==> config.mk <==
export PLATFORM = sky130hd
export DESIGN_NAME = gcd_client
export DESIGN_NICKNAME = d
export VERILOG_FILES = /design/src/rtl/gcd_pkg.sv /design/src/rtl/gcd_req_fifo.sv /design/src/rtl/gcd_client.sv
export SDC_FILE = /design/constraint.sdc
export NUM_CORES = 1
export LEC_CHECK = 0
export CAP_MARGIN = 20
export CORE_MARGIN = 2
export CORE_UTILIZATION = 30
export CTS_BUF_LIST = sky130_fd_sc_hd__clkbuf_16
export CTS_CLUSTER_DIAMETER = 200
export CTS_CLUSTER_SIZE = 16
export DETAILED_ROUTE_END_ITERATION = 10
export GPL_TIMING_DRIVEN = 0
export HOLD_SLACK_MARGIN = 0.08
export PLACE_DENSITY = 0.47
export SYNTH_ARGS = -nofsm -noshare
export SYNTH_HDL_FRONTEND = slang
export SYNTH_SLANG_ARGS = --single-unit
==> constraint.sdc <==
create_clock -name clk_i -period 8.74 [get_ports clk_i]
set_input_delay 2.185 -clock clk_i [delete_from_list [all_inputs] [get_ports clk_i]]
set_output_delay 2.185 -clock clk_i [all_outputs]
set_load 0.05 [all_outputs]
==> src/rtl/gcd_pkg.sv <==
// Shared types for the gcd request client: FSM state encoding and the request record.
// Combinational definitions only; no latency, no backpressure of its own.
package gcd_pkg;

    localparam int GCD_XLEN    = 32;
    localparam int GCD_TAG_W   = 4;
    localparam int GCD_DEPTH   = 4;
    localparam int GCD_TIMEOUT = 256;

    typedef enum logic [1:0] {
        IDLE,
        ISSUE,
        WAIT,
        RESP
    } gcd_client_state_e;

    typedef struct packed {
        logic [GCD_XLEN-1:0]  a;
        logic [GCD_XLEN-1:0]  b;
        logic [GCD_TAG_W-1:0] tag;
    } gcd_req_t;

endpackage

==> src/rtl/gcd_req_fifo.sv <==
// Request FIFO for gcd_client; a push is visible at the head one cycle later.
// Pushes are dropped while full and pops while empty; no write-through when full.
module gcd_req_fifo #(
    parameter int W     = 68,
    parameter int DEPTH = 4
) (
    input  logic         clk_i,
    input  logic         rst_i,
    input  logic         push_vld,
    input  logic [W-1:0] push_dat,
    input  logic         pop_rdy,
    output logic [W-1:0] pop_dat,
    output logic         full,
    output logic         empty
);

    localparam int AW = $clog2(DEPTH);
    localparam logic [AW:0] PTR_ONE = {{AW{1'b0}}, 1'b1};

    logic [W-1:0] mem [DEPTH];
    logic [AW:0]  wr_ptr;
    logic [AW:0]  rd_ptr;
    logic         do_push;
    logic         do_pop;

    // The extra top bit tells a full ring apart from an empty one.
    assign empty   = (wr_ptr == rd_ptr);
    assign full    = (wr_ptr[AW] != rd_ptr[AW]) && (wr_ptr[AW-1:0] == rd_ptr[AW-1:0]);
    assign do_push = push_vld && !full;
    assign do_pop  = pop_rdy && !empty;
    assign pop_dat = mem[rd_ptr[AW-1:0]];

    always_ff @(posedge clk_i) begin
        if (rst_i) begin
            wr_ptr <= '0;
            rd_ptr <= '0;
        end else begin
            if (do_push) wr_ptr <= wr_ptr + PTR_ONE;
            if (do_pop)  rd_ptr <= rd_ptr + PTR_ONE;
        end
    end

    always_ff @(posedge clk_i) begin
        if (do_push) mem[wr_ptr[AW-1:0]] <= push_dat;
    end

endmodule

==> src/rtl/gcd_client.sv <==
// Tagged request initiator for the gcd engine: one load in flight, zero operands answered locally, hung engine timed out.
// Pop-to-load 1 cycle, engine valid to response 1 cycle; req stalls when the FIFO is full, response is held until rsp_ready_i.
module gcd_client
    import gcd_pkg::*;
#(
    parameter int XLEN    = GCD_XLEN,
    parameter int DEPTH   = GCD_DEPTH,
    parameter int TAG_W   = GCD_TAG_W,
    parameter int TIMEOUT = GCD_TIMEOUT
) (
    input  logic             clk_i,
    input  logic             rst_i,
    input  logic             req_valid_i,
    output logic             req_ready_o,
    input  logic [XLEN-1:0]  req_a_i,
    input  logic [XLEN-1:0]  req_b_i,
    input  logic [TAG_W-1:0] req_tag_i,
    output logic             rsp_valid_o,
    input  logic             rsp_ready_i,
    output logic [XLEN-1:0]  rsp_gcd_o,
    output logic [TAG_W-1:0] rsp_tag_o,
    output logic             rsp_err_o,
    output logic             gcd_ld_o,
    output logic [XLEN-1:0]  gcd_a_o,
    output logic [XLEN-1:0]  gcd_b_o,
    input  logic             gcd_ready_i,
    input  logic             gcd_valid_i,
    input  logic [XLEN-1:0]  gcd_res_i,
    output logic             busy_o
);

    typedef struct packed {
        logic [XLEN-1:0]  a;
        logic [XLEN-1:0]  b;
        logic [TAG_W-1:0] tag;
    } req_t;

    localparam int TW = $clog2(TIMEOUT);
    localparam logic [TW-1:0] TMAX    = TW'(TIMEOUT - 1);
    localparam logic [TW-1:0] TIM_ONE = TW'(1);

    gcd_client_state_e state, state_nxt;

    req_t             push_dat;
    req_t             head;
    logic             fifo_full;
    logic             fifo_empty;
    logic             fifo_pop;
    logic             head_zero;
    logic             timer_first;
    logic             timer_done;
    logic [TW-1:0]    timer;
    logic [XLEN-1:0]  work_a;
    logic [XLEN-1:0]  work_b;
    logic [TAG_W-1:0] work_tag;
    logic [XLEN-1:0]  res;
    logic             err;

    assign push_dat    = {req_a_i, req_b_i, req_tag_i};
    assign req_ready_o = !fifo_full;
    assign head_zero   = (head.a == '0) || (head.b == '0);
    assign timer_first = (timer == '0);
    assign timer_done  = (timer == TMAX);

    gcd_req_fifo #(
        .W     ($bits(req_t)),
        .DEPTH (DEPTH)
    ) u_fifo (
        .clk_i    (clk_i),
        .rst_i    (rst_i),
        .push_vld (req_valid_i),
        .push_dat (push_dat),
        .pop_rdy  (fifo_pop),
        .pop_dat  (head),
        .full     (fifo_full),
        .empty    (fifo_empty)
    );

    always_ff @(posedge clk_i) begin
        if (rst_i) state <= IDLE;
        else       state <= state_nxt;
    end

    always_comb begin
        state_nxt = state;
        case (state)
            IDLE:  if (!fifo_empty) state_nxt = head_zero ? RESP : ISSUE;
            ISSUE: if (gcd_ready_i) state_nxt = WAIT;
            // Valid in the first WAIT cycle is the engine's stale result from before the load.
            WAIT:  if ((gcd_valid_i && !timer_first) || timer_done) state_nxt = RESP;
            RESP:  if (rsp_ready_i) state_nxt = IDLE;
            default: state_nxt = IDLE;
        endcase
    end

    always_comb begin
        fifo_pop    = (state == IDLE) && !fifo_empty;
        gcd_ld_o    = (state == ISSUE) && gcd_ready_i;
        gcd_a_o     = gcd_ld_o ? work_a : '0;
        gcd_b_o     = gcd_ld_o ? work_b : '0;
        rsp_valid_o = (state == RESP);
        busy_o      = (state != IDLE) || !fifo_empty;
    end

    assign rsp_gcd_o = res;
    assign rsp_tag_o = work_tag;
    assign rsp_err_o = err;

    always_ff @(posedge clk_i) begin
        if (rst_i) begin
            work_a   <= '0;
            work_b   <= '0;
            work_tag <= '0;
            res      <= '0;
            err      <= 1'b0;
            timer    <= '0;
        end else begin
            case (state)
                IDLE: begin
                    if (fifo_pop) begin
                        work_a   <= head.a;
                        work_b   <= head.b;
                        work_tag <= head.tag;
                        if (head_zero) begin
                            res <= head.a | head.b;
                            err <= 1'b0;
                        end
                    end
                end
                ISSUE: begin
                    if (gcd_ready_i) timer <= '0;
                end
                WAIT: begin
                    if (timer != '1) timer <= timer + TIM_ONE;
                    if (gcd_valid_i && !timer_first) begin
                        res <= gcd_res_i;
                        err <= 1'b0;
                    end else if (timer_done) begin
                        res <= '0;
                        err <= 1'b1;
                    end
                end
                default: ;
            endcase
        end
    end

endmodule
==> implementation parameters <==
Parameter                              Value

Floorplan
  Overall die area ... around 55000 sq um
  Chip height ... 234 um
  Std-Cell Rows ... 84
  I/O pin cnt ... ~210
  Die Width ... ~230 um
  Initial standard-cell utilization of the core ... 30.3%
  Core region area ... 52400 sq um

Worst setup path
  Flop2flop setup slack ... 5040 ps
  Start-to-end type of the worst setup path ... primary input to output port
  Maximum fanout count along the critical path ... 10
  Slowest-stage cell, CP ... sky130_fd_sc_hd__clkdlybuf4s50_1
  Data arrival time of the critical path ... 4970 ps
  Cells traversed along the worst timing path ... clkdlybuf4s50_1 -> clkbuf_1 -> clkbuf_1 -> and3_1 -> clkdlybuf4s50_1
  Critical path startpoint category ... primary input
  Dominant delay contributor by cell family on the critical path ... buffers and inverters
  Buffers & Inverters on Critical Path ... 4
  Required time of the worst setup path ... 6560 ps
  Setup crit start ... gcd_ready_i
  Delay of the slowest cell on the worst path ... 860 ps
  Capturing element type of the critical path ... output port

Drt
  Number of vias after detailed routing ... 11.1k
  Post-detailed-routing wire length ... 51200 um
  Antenna Nets Post-Route ... 0
  Drt initial violations ... 1081
  Vias per std cell ... 5.20
  Average wire length per cell after detail routing ... 24.1 um
  Detailed-routing iteration count for the pre-antenna-repair pass ... 5
  DRC Markers ... 0

STA
  Shortest period the worst path allows ... 7160 ps
  Number of endpoints with negative hold slack in the final report ... 0
  Unrepaired setup endpoints after global routing ... no
  Normalized max-slew margin ... about a third
  Final clock period utilization by the worst path ... 81.9%
  Slew Limit Fails ... 0
  Worst Max-Slew Pin Slew ... 971 ps
  Layout Skew ... between 20 and 25 ps
  Fmax achieved ... about 0.14 GHz
  Total negative slack for setup checks ... 0 ps
  Final setup vio count ... 0

Global route
  Global-route wire length before repair ... around 74000 um
  Initial antenna violation count ... 4
  Global-route total usage across every layer ... 18.4%
  Largest net degree at the start of global routing ... 54
  GR met3 Demand/Resource ... 3.76%
  Number of global-route vias before repair ... 11.0k
  Fraction of met2 tracks used by global routing ... 29.5%
  Busiest layer in global routing ... met2
  Met1 Usage GRT ... 25.3%
  Global route total overflow ... 0

Clock network
  Clk pin slew, worst setup/hold paths ... 70 ps
  Resized cells post-CTS ... 0
  Maximum buffer depth of the clock tree ... 3
  Total CTS buffers ... 28
  Total number of H-tree levels ... 1
  Buffer cell driving the clock tree root ... sky130_fd_sc_hd__clkbuf_16
  Clock tree from TritonCTS ... built
  Worst skew pair latency ... 590 ps
  Buffer count from post-CTS setup fixing ... 0
  Clock sink total ... 391
  # hold bufs at CTS ... 0

Logic synthesis
  Syn Inst Count ... between 1k and 1.5k
  Mapped Nets ... 1289
  Number of distinct library cell variants in the gate-level netlist after synthesis ... 35
  Yosys top cell area share ... approximately 51%
  Cell area after technology mapping ... around 16000 sq um
  Post-synthesis area per instance ... about 14 sq um
  Synthesized flop and latch total ... 391
  Top flip-flop cell by instance count after synthesis ... sky130_fd_sc_hd__edfxtp_1
  Leading cell types by total area after synthesis ... sky130_fd_sc_hd__edfxtp_1 (51%), sky130_fd_sc_hd__dfxtp_1 (15%), sky130_fd_sc_hd__mux4_2 (9.6%), sky130_fd_sc_hd__nand2_1 (5.7%), sky130_fd_sc_hd__and3_1 (2.7%)
  Cell taking the most area after synthesis ... sky130_fd_sc_hd__edfxtp_1
  Synthesis warning total ... 0
  Async S/R FF share, synth ... 0%
  Post-synth EDFFs ... 272
  Proportion of synthesized chip area in sequential cells ... ~66%

Place
  Placer's final routability congestion estimate ... 0.884
  Number of input and output port buffers inserted ... 210
  Number of instances in the placed design ... between 2k and 2.5k
  Sum of net half-perimeters after detailed placement ... between 30000 and 40000 um

Hold path
  Beginning of the worst hold path ... work_b[2]
  Worst hold path type ... register to register

Layout
  Most used cells in the layout excluding fill and tap cells ... sky130_fd_sc_hd__edfxtp_1 (272), sky130_fd_sc_hd__nand2_1 (241), sky130_fd_sc_hd__clkdlybuf4s50_1 (210)
  Commonest non-fill, non-tap cell in the layout ... sky130_fd_sc_hd__edfxtp_1
  Post-route insts no fill ... between 2k and 2.5k
  Final Net Count ... 1533
  Fraction of layout instances using a drive strength above 1 ... 8.76%
  Post-layout util ... between 30% and 40%
  Area overhead of the layout relative to synthesis ... 24.6%

Outcome
  Result of the run ... completed

Job
  Max-Cap Viols ... 0

Pwr
  Worst supply voltage drop on vdd ... ~0.12 mV
  PwrDens ... ~310 nW/um^2
  P_leak ... 0.00639 uW
-- cell type report --
class / count / area (sq um)
diodes: 2 / 5.00
plain buffers: 95 / 415
clock buffers: 29 / 726
clock inverters: 23 / 93.8
fillers: 5006 / 32600
inverters: 11 / 41.3
multi-input cells: 675 / 4920
flip-flops and latches: 391 / 10600
well taps: 688 / 861
repair buffers: 214 / 2210
-- state kept, by name (all words and copies together) (netlist names), named ones only --
register and count:
state 2, timer 8, u_fifo.mem 272, u_fifo.rd_ptr 3, rsp_tag_o 4, rsp_gcd_o 32
work_b 32, u_fifo.wr_ptr 3, work_a 32, rsp_err_o 1
-- Yosys cell counts (2+ instances only) --
| cell type | instances |
|---|---|
| sky130_fd_sc_hd__a2111oi_0 | 32 |
| sky130_fd_sc_hd__a21oi_1 | 75 |
| sky130_fd_sc_hd__a32oi_1 | 33 |
| sky130_fd_sc_hd__and2_1 | 3 |
| sky130_fd_sc_hd__and3_1 | 69 |
| sky130_fd_sc_hd__buf_1 | 12 |
| sky130_fd_sc_hd__buf_2 | 8 |
| sky130_fd_sc_hd__buf_4 | 5 |
| sky130_fd_sc_hd__buf_6 | 4 |
| sky130_fd_sc_hd__clkbuf_1 | 66 |
| sky130_fd_sc_hd__dfxtp_1 | 119 |
| sky130_fd_sc_hd__edfxtp_1 | 272 |
| sky130_fd_sc_hd__ha_1 | 11 |
| sky130_fd_sc_hd__inv_1 | 11 |
| sky130_fd_sc_hd__mux4_2 | 68 |
| sky130_fd_sc_hd__nand2_1 | 241 |
| sky130_fd_sc_hd__nand3_1 | 3 |
| sky130_fd_sc_hd__nand4_1 | 9 |
| sky130_fd_sc_hd__nor2_1 | 21 |
| sky130_fd_sc_hd__nor3_1 | 33 |
| sky130_fd_sc_hd__nor4_1 | 17 |
| sky130_fd_sc_hd__o21ai_0 | 3 |
| sky130_fd_sc_hd__o311ai_0 | 35 |
| sky130_fd_sc_hd__or3_1 | 2 |
| sky130_fd_sc_hd__xnor2_1 | 6 |
| sky130_fd_sc_hd__xor2_1 | 5 |
-- worst register-to-register path: stages (launching register included) --
cell and delay (ps):
sky130_fd_sc_hd__dfxtp_1 320, sky130_fd_sc_hd__clkbuf_1 260, sky130_fd_sc_hd__buf_2 360, sky130_fd_sc_hd__buf_1 600, sky130_fd_sc_hd__mux4_2 520, sky130_fd_sc_hd__nor4_1 300
sky130_fd_sc_hd__nand4_1 170, sky130_fd_sc_hd__o21ai_2 310, sky130_fd_sc_hd__buf_4 240, sky130_fd_sc_hd__buf_2 250, sky130_fd_sc_hd__nand2_1 80, sky130_fd_sc_hd__o311ai_0 140
-- stage by stage --
step / total power (uW) / area, sq um / hold WS (ps) / worst slack (ps)
2_1_floorplan: 3940 / 15900 / 432 / 3460
3_3_place_gp: 4880 / 18900 / 437 / 1610
3_5_place_dp: 4900 / 19000 / 442 / 1620
4_1_cts: 6140 / 19800 / 452 / 1610
5_1_grt: 6400 / 19800 / 470 / 1530
6_report: 6110 / 19800 / 452 / 1580
-- report_power, final --
part | switching [uW] | total [uW] | leakage, uW | internal (uW)
combinational | 1670 | 2430 | 0.00244 | 761
clock | 642 | 1240 | 0.000481 | 599
sequential | 169 | 2440 | 0.00347 | 2270
-- routing by layer --
| layer | vias to the layer above | share of wire, % |
|---|---|---|
| li1 | 4992 | - |
| met1 | 5582 | 44 |
| met2 | 424 | 46 |
| met3 | 67 | 7.2 |
| met4 | 2 | 2.1 |
| met5 | - | 0.025 |
-- final timing paths --
path | endpoint | depth (start not counted)
max | gcd_b_o[27] | 5
min | work_b[2] | 2
max reg2reg | rsp_gcd_o[20] | 11
min reg2reg | work_b[2] | 2
-- cell families after synthesis --
group | share of synthesized area, %
compound gates | 8.30
flops | 66.3
fa+ha+maj | 0.865
xor+xnor | 0.606
mux | 9.63
buf+inv | 2.87
simple gates | 11.4
Power figures use the tool's default switching activity.
==> variant 1 (same flow settings) <==
Put one more register stage on the output `rsp_err_o`, cleared by the reset. The value now appears one clock later. The other outputs are not delayed to match.
--- a/src/rtl/gcd_client.sv
+++ b/src/rtl/gcd_client.sv
@@ -104,7 +104,13 @@
 
     assign rsp_gcd_o = res;
     assign rsp_tag_o = work_tag;
-    assign rsp_err_o = err;
+    always_ff @(posedge clk_i) begin
+        if (rst_i) begin
+            rsp_err_o <= '0;
+        end else begin
+            rsp_err_o <= err;
+        end
+    end
 
     always_ff @(posedge clk_i) begin
         if (rst_i) begin
Behaviour: same outputs for any inputs over 4 cycles, from zero or initial values and one cycle with rst_i high; that may be too few to reach the edited logic, so the function may still have changed.
==> variant 1 against the original RTL <==
Die area rose by 0.12%; synthesized cell count is 0.17% higher; via count decreased by 0.80%; critical endpoint is now gcd_b_o[5]; critical path type unchanged; wire length shrank 0.31%; setup slack got worse by 0.082 ns; hold slack better by 0.0014 ns; power hardly changed; first-iteration DRC count decreased by 6.2%; utilization down 0.052 points; area after synthesis grew 0.13%; sequential cell count grew 1; cell area barely moved.
==> variant 1: results (changes against the original RTL) <==
| Metric | Value |
|---|---|
| Category of cells accounting for the largest share of critical-path delay | buffers and inverters |
| Status | complete, no violations |
| Number of diodes | 0 (-2) |
| FILL cells | 5084 (+1.6%) |
| Sequential element share of the synthesized area | 66.4% (about the same) |
| Vias per inst | 5.16 (-0.80%) |
| Total routed wirelength | 51000 um (-0.31%) |
| Routed WL per cell | 24.0 um (-0.31%) |
| Wire length of the first global-routing pass | 73000 um (-1.4%) |
| Initial antenna violation count | 1 (-3) |
| Via count of the first global-routing pass | 10.7k (-2.4%) |
| Post-Place Worst Slack | 1.56 ns (-0.0617 ns) |
| Post-synthesis cell type with the largest combined area | sky130_fd_sc_hd__edfxtp_1 |
| Clock tree skew after final layout | 0.0298 ns (+0.00482 ns) |
| Critical R2R Capture | rsp_gcd_o[19] |
| Post-Syn Area per Cell | 13.6 um^2 (about the same) |
| Total track usage | 18.2% (-0.17 points) |
| Clock slew at the register clock pins of the worst setup and hold paths | 0.07 ns (about the same) |
| Top cells by instance count after synthesis | sky130_fd_sc_hd__edfxtp_1 (272), sky130_fd_sc_hd__nand2_1 (241), sky130_fd_sc_hd__dfxtp_1 (120), sky130_fd_sc_hd__a21oi_1 (75), sky130_fd_sc_hd__clkbuf_1 (71) |
| Max Clk Rate | 0.138 GHz (-1.1%) |
| Placed Cells incl. Taps | 2076 (+0.096%) |
| Critical path data arrival time | 5.05 ns (+0.08 ns) |
| Switching power summed over all nets | 2.48 mW (about the same) |
| Share of flip-flops with an asynchronous set or reset | 0% (unchanged) |
| Net count after synthesis | 1291 (+0.16%) |
| Leak pwr | 6.41 nW (+0.30%) |
| Crit path capture | gcd_b_o[5] |
| Worst R2R Setup Slack | 5.13 ns (+0.09 ns) |
| H-tree depth | 1 (unchanged) |
| Final Wtd Congestion | 0.868 (-1.9%) |
| First drt pass iteration count | 5 (unchanged) |
| Number of cells on the worst reg-to-reg path | 9 (-2) |
| Yosys synthesis warning count | 0 (unchanged) |
| Fraction of final layout cells sized beyond drive strength 1 | 8.82% (+0.057 points) |
| Largest net degree at the start of global routing | 53 (-1.9%) |
| Slowest cell on the critical path | sky130_fd_sc_hd__clkdlybuf4s50_1 |
| Total Nets Final | 1535 (+0.13%) |
| Number of design-rule violations left by the first detailed-router iteration | 1014 (-6.2%) |
| DP Wirelength | 37300 um (+0.34%) |
| Top area cells in the synthesized netlist | sky130_fd_sc_hd__edfxtp_1 (51%), sky130_fd_sc_hd__dfxtp_1 (15%), sky130_fd_sc_hd__mux4_2 (9.6%) |
| IR Drop Worst-Case VDD | 0.162 mV (+36%) |
| Slew Limit Headroom | 28.0% (-5.6 points) |
[variant 1: changes by cell type after synthesis, sizes merged]
cell    delta
a22oi      +1
a32oi      -1
buf        -5
clkbuf     +5
dfxtp      +1
inv        +1
[variant 1: layout make-up]
type / count / area (um^2) / share of cell area [%]
plain buffers: 95 / 413 / 2.08
clock buffers: 29 / 726 / 3.66
clock inverters: 23 / 91.3 / 0.461
inverters: 12 / 45.0 / 0.227
multi-input cells: 675 / 4920 / 24.8
flip-flops and latches: 392 / 10600 / 53.3
well taps: 688 / 861 / 4.34
repair buffers: 214 / 2210 / 11.2
[variant 1: cell families after synthesis]
| kind of cell | synth area share [%] |
|---|---|
| AND/OR/NAND/NOR | 11.4 |
| flip-flops | 66.4 |
| AO/OA/AOI/OAI | 8.28 |
| XOR/XNOR | 0.605 |
| multiplexers | 9.62 |
| buffers and inverters | 2.88 |
| adder cells (fa/ha/maj) | 0.864 |
[variant 1: how the worst min path moves through the flow]
stage                     from          to  slack, ns  cells after the start
floorplan                  err   rsp_err_o       0.42                      2
detailed placement  work_a[25]  work_a[25]       0.45                      2
finish              work_a[25]  work_a[25]       0.45                      2
global placement    work_a[22]  work_a[22]       0.44                      2
global route        work_a[25]  work_a[25]       0.47                      2
CTS                 work_a[25]  work_a[25]       0.46                      2
[variant 1: per-layer routing]
metal  up-vias  track usage, %  wire length (um)
met3        74            2.72              3280
li1       4990               -                 -
met5         -               0                12
met1      5526            25.7             22900
met2       386            29.5             23800
met4         2            4.46              1070
[variant 1: worst min-delay path: stages (launching register included)]
cell                      delay (ns)
sky130_fd_sc_hd__dfxtp_1        0.31
sky130_fd_sc_hd__nand2_1        0.05
sky130_fd_sc_hd__a21oi_1        0.05
[variant 1: stage by stage]
step	cell area (um^2)	power, mW	hold WS, ns
floorplan	15900	3.94	0.418
global placement	18900	4.89	0.439
detailed placement	19000	4.92	0.447
CTS	19800	6.15	0.457
global route	19800	6.41	0.473
finish	19800	6.12	0.453
[variant 1: power by group through the flow]
stage               clock, mW  combinational (mW)  sequential [mW]
floorplan                   0                1.23             2.71
global route             1.34                2.59             2.48
CTS                      1.26                2.43             2.45
finish                   1.23                2.43             2.46
global placement            0                2.39             2.50
detailed placement          0                2.43             2.49
==> variant 2 (same flow settings) <==
Without the edit above. `GCD_DEPTH`: 4 -> 2.
--- a/src/rtl/gcd_pkg.sv
+++ b/src/rtl/gcd_pkg.sv
@@ -4,7 +4,7 @@
 
     localparam int GCD_XLEN    = 32;
     localparam int GCD_TAG_W   = 4;
-    localparam int GCD_DEPTH   = 4;
+    localparam int GCD_DEPTH   = 2;
     localparam int GCD_TIMEOUT = 256;
 
     typedef enum logic [1:0] {
Check against the original RTL: not equivalent (Yosys sat finds a counterexample within 4 cycles, from zero or initial values and one cycle with rst_i high).
==> variant 2 against the original RTL <==
Cell area decreased by 24%; sequential power fell by 28%; clock power shrank 32%; sequential cell count decreased by 139; via count is 10% lower; wire length is 13% lower; die area fell by 26%; power fell by 21%; area after synthesis is 27% lower; setup slack lost 0.025 ns; critical endpoint is now gcd_b_o[8].
==> variant 2: results (changes against the original RTL) <==
| Metric | Value |
|---|---|
| Share of cell area taken by muxes after synthesis | 5.84% (-3.8 points) |
| Post-Syn Area per Cell | 10.5 um^2 (-23%) |
| Met2 Track Usage GR | 34.8% (+5.3 points) |
| Critical R2R Capture | work_a[16] |
| Total routed wirelength | 44600 um (-13%) |
| Distinct cell type count of the synthesized netlist | 47 (+34%) |
| Source-to-sink clock delay at the later pin of the worst-skew pair | 0.52 ns (-0.07 ns) |
| Startpoint of the tightest hold check path | work_b[21] |
| Critical path data arrival time | 5.00 ns (+0.03 ns) |
| Leak pwr | 5.23 nW (-18%) |
| DP Wirelength | 34100 um (-8.3%) |
| Hold-critical path endpoint | work_b[21] |
| Total Nets Final | 1459 (-4.8%) |
| Met1 track utilization from global routing | 30.0% (+4.7 points) |
| Top area cells in the synthesized netlist | sky130_fd_sc_hd__edfxtp_1 (35%), sky130_fd_sc_hd__dfxtp_1 (20%), sky130_fd_sc_hd__a211oi_1 (6.4%) |
| Global routing usage on met3 | 3.30% (-0.46 points) |
| Status | complete, no violations |
| Flip-flop count of the largest register, all copies and words added | 136 (-50%) |
| Initial antenna violation count | 0 (-4) |
| Total track usage | 21.6% (+3.2 points) |
| Fraction of final layout cells sized beyond drive strength 1 | 3.46% (-5.3 points) |
| Cell area reported after detailed placement | 0.0145 mm^2 (-24%) |
| Clock tree skew after final layout | 0.0268 ns (+0.00186 ns) |
| FILL cells | 3862 (-23%) |
| Number of buffers inserted by port buffering | 209 (-0.48%) |
| Sequential group power | 1.76 mW (-28%) |
| Placed Cells incl. Taps | 1844 (-11%) |
| Post-synth EDFFs | 136 (-50%) |
| Wire length of the first global-routing pass | 65300 um (-12%) |
| Number of diodes | 0 (-2) |
| Final Wtd Congestion | 0.862 (-2.5%) |
| Power attributed to combinational cells | 2.21 mW (-9.1%) |
| Largest net degree at the start of global routing | 37 (-31%) |
| Clock buffers created by TritonCTS | 19 (-32%) |
| Vias per inst | 5.31 (+2.0%) |
| Net count after synthesis | 1226 (-4.9%) |
| Routed WL per cell | 23.8 um (-1.1%) |
| Post-Place Worst Slack | 1.54 ns (-0.0864 ns) |
| Via count of the first global-routing pass | 10.2k (-7.2%) |
| Share of the synthesized area in compound gates (AO/OA/AOI/OAI) | 13.0% (+4.7 points) |
| Arithmetic-cell share of the synthesized area counting full adders, half adders and majority gates | 0.645% (-0.22 points) |
[variant 2: cell types whose count changed after synthesis, moves of 35 or more]
cell	unedited run	this run
sky130_fd_sc_hd__mux4_2	68	0
sky130_fd_sc_hd__mux2i_1	0	68
sky130_fd_sc_hd__nor2_1	21	119
sky130_fd_sc_hd__edfxtp_1	272	136
sky130_fd_sc_hd__a21oi_1	75	36
sky130_fd_sc_hd__or4_1	0	36
sky130_fd_sc_hd__a211oi_1	0	100
sky130_fd_sc_hd__nor3_1	33	72
sky130_fd_sc_hd__nand2_1	241	7
sky130_fd_sc_hd__o311ai_0	35	0
[variant 2: area by class of cell]
| class | count | area share (%) |
|---|---|---|
| Sequential cell | 252 | 42.7 |
| Multi-Input combinational cell | 751 | 31.8 |
| Timing Repair Buffer | 212 | 14.3 |
| Tap cell | 518 | 4.32 |
| Clock buffer | 20 | 3.33 |
| Buffer | 101 | 2.91 |
| Clock inverter | 13 | 0.358 |
| Inverter | 10 | 0.250 |
[variant 2: worst max path at each step]
stage                      from                end  slack [ns]  cells after the start
finish              gcd_ready_i         gcd_b_o[8]        1.56                      5
global route        gcd_ready_i         gcd_b_o[4]        1.47                      5
CTS                 gcd_ready_i        gcd_b_o[10]        1.53                      5
detailed placement  gcd_ready_i        gcd_b_o[10]        1.54                      5
global placement    req_valid_i  u_fifo.mem[0][13]        0.39                      3
floorplan           req_valid_i   u_fifo.mem[0][0]        3.13                      2
[variant 2: layer usage]
| layer | vias to the layer above | part of all wire (%) |
|---|---|---|
| met5 | - | 0 |
| met4 | 0 | 2.7 |
| met3 | 63 | 5.9 |
| met2 | 346 | 46 |
| met1 | 4874 | 46 |
| li1 | 4675 | - |
[variant 2: critical path, delay by kind of cell]
family	cells	cell delay, ns
and+or+nand+nor	1	0.26
buffers and inverters	4	2.54
